$ cat config.mk
export PLATFORM = sky130hd
export DESIGN_NAME = rr_merge
export DESIGN_NICKNAME = d
export VERILOG_FILES = /design/src/rtl/rr_merge.sv
export SDC_FILE = /design/constraint.sdc
export NUM_CORES = 1
export LEC_CHECK = 0
export ABC_AREA = 1
export CORE_AREA = 2 2 120 122
export DETAILED_ROUTE_END_ITERATION = 16
export DIE_AREA = 0 0 122 124
export PLACE_DENSITY = 0.62
export SLEW_MARGIN = 5
export SYNTH_ARGS = -nofsm -noshare
export SYNTH_HDL_FRONTEND = slang
export SYNTH_SLANG_ARGS = --single-unit
$ cat constraint.sdc
create_clock -name clk -period 1.2 [get_ports clk]
set_input_delay 0.24 -clock clk [delete_from_list [all_inputs] [get_ports clk]]
set_output_delay 0.24 -clock clk [all_outputs]
set_load 0.01 [all_outputs]
$ cat src/rtl/rr_merge.sv
// Round-robin merge of N_MASTERS request/response channels onto one shared slave port.
// One transaction in flight at a time; an IDLE cycle separates consecutive grants.
module rr_merge #(
    parameter int unsigned N_MASTERS = 2,
    parameter int unsigned ADDR_W    = 32,
    parameter int unsigned DATA_W    = 32,
    localparam int unsigned REQ_W    = 1 + ADDR_W + DATA_W + DATA_W / 8,
    localparam int unsigned RESP_W   = DATA_W + 1,
    localparam int unsigned N_W      = $clog2(N_MASTERS)
) (
    input  logic                          clk,
    input  logic                          rst,
    input  logic [N_MASTERS*REQ_W-1:0]    m_req,
    output logic [N_MASTERS*RESP_W-1:0]   m_resp,
    output logic [REQ_W-1:0]              s_req,
    input  logic [RESP_W-1:0]             s_resp,
    output logic [N_W-1:0]                grant,
    output logic                          busy
);

    typedef enum logic {StIdle, StBusy} state_e;

    state_e             state_q;
    logic [N_W-1:0]     grant_q;
    logic [N_W-1:0]     last_q;
    logic [N_W-1:0]     winner;
    logic               any_valid;
    logic [N_MASTERS-1:0] vld;
    logic [REQ_W-1:0]   sel_req;

    always_comb begin
        for (int unsigned i = 0; i < N_MASTERS; i++) begin
            vld[i] = m_req[i*REQ_W + REQ_W - 1];
        end
    end

    // Search upward from last+1, wrapping modulo N_MASTERS so unused indices never win.
    always_comb begin
        int unsigned idx;
        idx       = 0;
        winner    = '0;
        any_valid = 1'b0;
        for (int unsigned k = 1; k <= N_MASTERS; k++) begin
            idx = (32'(last_q) + k) % N_MASTERS;
            if (!any_valid && vld[N_W'(idx)]) begin
                any_valid = 1'b1;
                winner    = N_W'(idx);
            end
        end
    end

    assign sel_req = m_req[32'(grant_q)*REQ_W +: REQ_W];

    always_ff @(posedge clk or negedge rst) begin
        if (!rst) begin
            state_q <= StIdle;
            grant_q <= '0;
            last_q  <= N_W'(N_MASTERS - 1);
        end else begin
            unique case (state_q)
                StIdle: begin
                    if (any_valid) begin
                        grant_q <= winner;
                        state_q <= StBusy;
                    end
                end
                StBusy: begin
                    if (s_resp[0]) begin
                        last_q  <= grant_q;
                        state_q <= StIdle;
                    end else if (!sel_req[REQ_W-1]) begin
                        // Master withdrew before completion: abort without moving priority.
                        state_q <= StIdle;
                    end
                end
                default: state_q <= StIdle;
            endcase
        end
    end

    always_comb begin
        s_req  = '0;
        m_resp = '0;
        if (state_q == StBusy) begin
            s_req = sel_req;
            m_resp[32'(grant_q)*RESP_W +: RESP_W] = s_resp;
        end
    end

    assign grant = grant_q;
    assign busy  = (state_q == StBusy);

endmodule

==> results_dict.tcl, run 1 <==
set metrics [dict create \
    ant_nets 0 \
    synthArstFlopShare_pct 100 \
    syn2layout_area_growth_pct 241 \
    ys_warn_count 0 \
    grt_pass1_vias 3563 \
    antenna_found_initial 0 \
    cts_tree "built" \
    synth_ff_type "dfrtp_1" \
    n_fill_cell 1343 \
    setup_violations 137 \
    drc 0 \
    final_max_slew_viol_count 0 \
    route.met3.wl_mm 1.19 \
    clock_tree.buffer_depth 2 \
    hold_viol 0 \
    insertion_delay_ns 0.22 \
    fin_util_pct 47.3 \
    synth_nets 524 \
    slowest_delay_ns 0.45 \
    wire_per_inst_um 16.0 \
    core_area_um2 13700 \
    htree_levels 1 \
    die_area_um2 15100 \
    p_leak_nw 2.91 \
    post-place-ws_ns -0.666 \
    grt_usage_pct 15.8 \
    pin_count 310 \
    critPathBufInv 5 \
    yosysMostFrequentCell "nand2_1" \
    ys_types 17 \
    relSlewSlack_pct 85.3 \
    drive_gt1_share_pct 56.0 \
    hp-class "primary input to asynchronous set/reset pin" \
    yosysTopAreaCell "a21oi_2" \
    firstDrtPassIters 4 \
    max_freq_mhz 585 \
    synth_edf_count 0 \
    place.gp.congestion 0.844 \
    cts_buffers 3 \
    critPathLaunchType "flop" \
    cp_top_family "buffers and inverters" \
    clkTransAtPathRegs_ns 0.03 \
    grt_pass1_wl_mm 18.8 \
    min_period_ns 1.71 \
    arrival_ns 1.47 \
    clock_skew_ns 0.000410 \
    critPathMaxFanout 5 \
    drt-met1-wl_mm 5.04 \
    portBuffers 309 \
    status "finished, violations left" \
    rsz0062_at_grt "true" \
    ys_seq_elements 3 \
    grt-ovfl-total 0 \
    syn-cell-area_um2 1900 \
    cts.sinks 3 \
    tightest_slew_ns 0.219 \
    fp.dieH_um 124 \
    dp_hpwl_mm 9.56 \
    max_cap_violations 0 \
    antenna_cells 0 \
    start_util_pct 13.9 \
    slowest_stage "dfrtp_2" \
    period_share_pct 143 \
    ys_seq_area_share_pct 4.01 \
    layout_setup_ws_ns -0.510 \
    dr_total_vias 3779 \
    layout.nets 890 \
    drt-initial-drc-count 99 \
    top_layer_used "met4" \
    drt_wl_total_mm 14.3 \
    cts_root_buffer "clkbuf_16" \
    dieWidth_um 122 \
    worstPathRequired_ns 0.96 \
    p_per_area_nw_per_um2 1940 \
    end_kind "primary output" \
    rows 43 \
    synth_area_per_cell_um2 5.42 \
    ir_worst_vdd_mv 0.835 \
    ys_top_cells_by_area "a21oi_2, nand2_1, nor2_1" \
    viasPerCell 4.22 \
    violations "negative setup slack" \
    grt_max_degree 28 \
    netlist_instances 351 \
    cp_cell_sequence "clkinv_4 > buf_12 > buf_12 > buf_12 > nand2_4 > a21oi_2 > buf_2" \
    synth_top_area_share_pct 31.8 \
    crit_type "flop to primary output" \
    routed-wl-met2_mm 7.75 \
    crit_path_frequent_cell "buf_12" \
    synth_commonest_cells "nand2_1, a21oi_2, nor2_1" \
]
## cells by family (layout without fill, tap and decap cells)
logic type | Yosys count | in the layout | synth area share (%)
compound gates | 71 | 71 | 32.3
flops | 3 | 3 | 4.01
buf+inv | 63 | 424 | 20.1
simple gates | 214 | 218 | 43.7
## cell usage in the layout, fill, tap and decap left out
cell type,count
inv_4,1
a21oi_1,1
o21ai_0,1
buf_6,73
a21oi_2,69
clkinv_4,1
nand2_8,6
clkdlybuf4s50_1,172
buf_4,23
dfrtp_2,2
nand3_1,1
nor2_2,7
buf_12,21
clkbuf_16,7
clkbuf_2,3
nand2_1,100
buf_8,3
nand2_4,11
nand2_2,32
nand3_2,1
bufbuf_16,1
inv_1,33
buf_16,4
nor2_4,54
dfstp_2,1
clkbuf_1,1
nor2_1,6
buf_2,81
## power by group
part	switching, mW	internal (mW)
Sequential	0.0756	0.168
Combinational	5.83	6.00
Clock	0.0947	0.439
Total	6.00	6.60
## final timing paths
path,start,endpoint,slack (ns),cells past startpoint
worst max-delay path,grant$_DFFE_PN0P_,s_req[64],-0.51,7
worst min-delay path,rst,busy$_DFF_PN0_,0.21,1
worst max register to register,grant$_DFFE_PN0P_,busy$_DFF_PN0_,-0.12,7
worst min register to register,last_q$_DFFE_PN1P_,last_q$_DFFE_PN1P_,0.53,2
max in group asynchronous,rst,last_q$_DFFE_PN1P_,0.76,1
min in group clk,last_q$_DFFE_PN1P_,last_q$_DFFE_PN1P_,0.53,2
## state kept, by name, indices dropped and copies added, names as in the netlist
register	flops
busy	1
grant	1
last_q	1
## worst register-to-register path, cell delays in order (launching register included)
cell,delay [ns]
dfrtp_2,0.45
buf_4,0.15
bufbuf_16,0.27
nand2_2,0.08
buf_4,0.10
nand2_1,0.05
nand3_1,0.06
nand2_1,0.05
## layout make-up
cell class | count | area [µm²] | area share [%]
Tap cell | 180 | 225 | 3.47
Inverter | 35 | 139 | 2.14
Timing Repair Buffer | 385 | 3840 | 59.2
Sequential cell | 3 | 78.8 | 1.21
Clock buffer | 4 | 78.8 | 1.21
Multi-Input combinational cell | 289 | 2120 | 32.7
## layer usage
layer / up-vias / GRT usage (%)
li1: 1814 / -
met1: 1750 / 16.5
met2: 193 / 31.4
met3: 22 / 3.85
met4: 0 / 4.17
met5: - / 0
## repair_timing
item                                    4_1_cts  5_1_grt
resized for setup                           506      250
hold buffers                                  0        0
pin swaps                                     4       16
setup buffers                                22       22
endpoints found under the setup margin      138      138
cloned                                       10        5
## stage by stage
stage	total power, mW	instances	hold slack, ns	instance area (µm²)	TNS [ns]
finish	12.6	896	0.211	6490	-54.52
global route	13.4	896	0.217	6490	-61.10
CTS	10.6	871	0.212	5740	-59.73
detailed placement	8.95	835	0.443	5480	-76.96
global placement	8.87	835	0.439	5480	-75.56
floorplan	4.86	351	-0.0556	2150	-5.24
(Power assumes the default switching activity.)
==> run 2, diff against run 1 <==
--- a/config.mk
+++ b/config.mk
@@ -7,6 +7,7 @@
 export LEC_CHECK = 0
 export ABC_AREA = 1
 export CORE_AREA = 2 2 120 122
+export CTS_CLUSTER_SIZE = 40
 export DETAILED_ROUTE_END_ITERATION = 16
 export DIE_AREA = 0 0 122 124
 export PLACE_DENSITY = 0.62
==> results of run 2 <==
No change in the layout: final DEF, timing and power equal those of run 1.
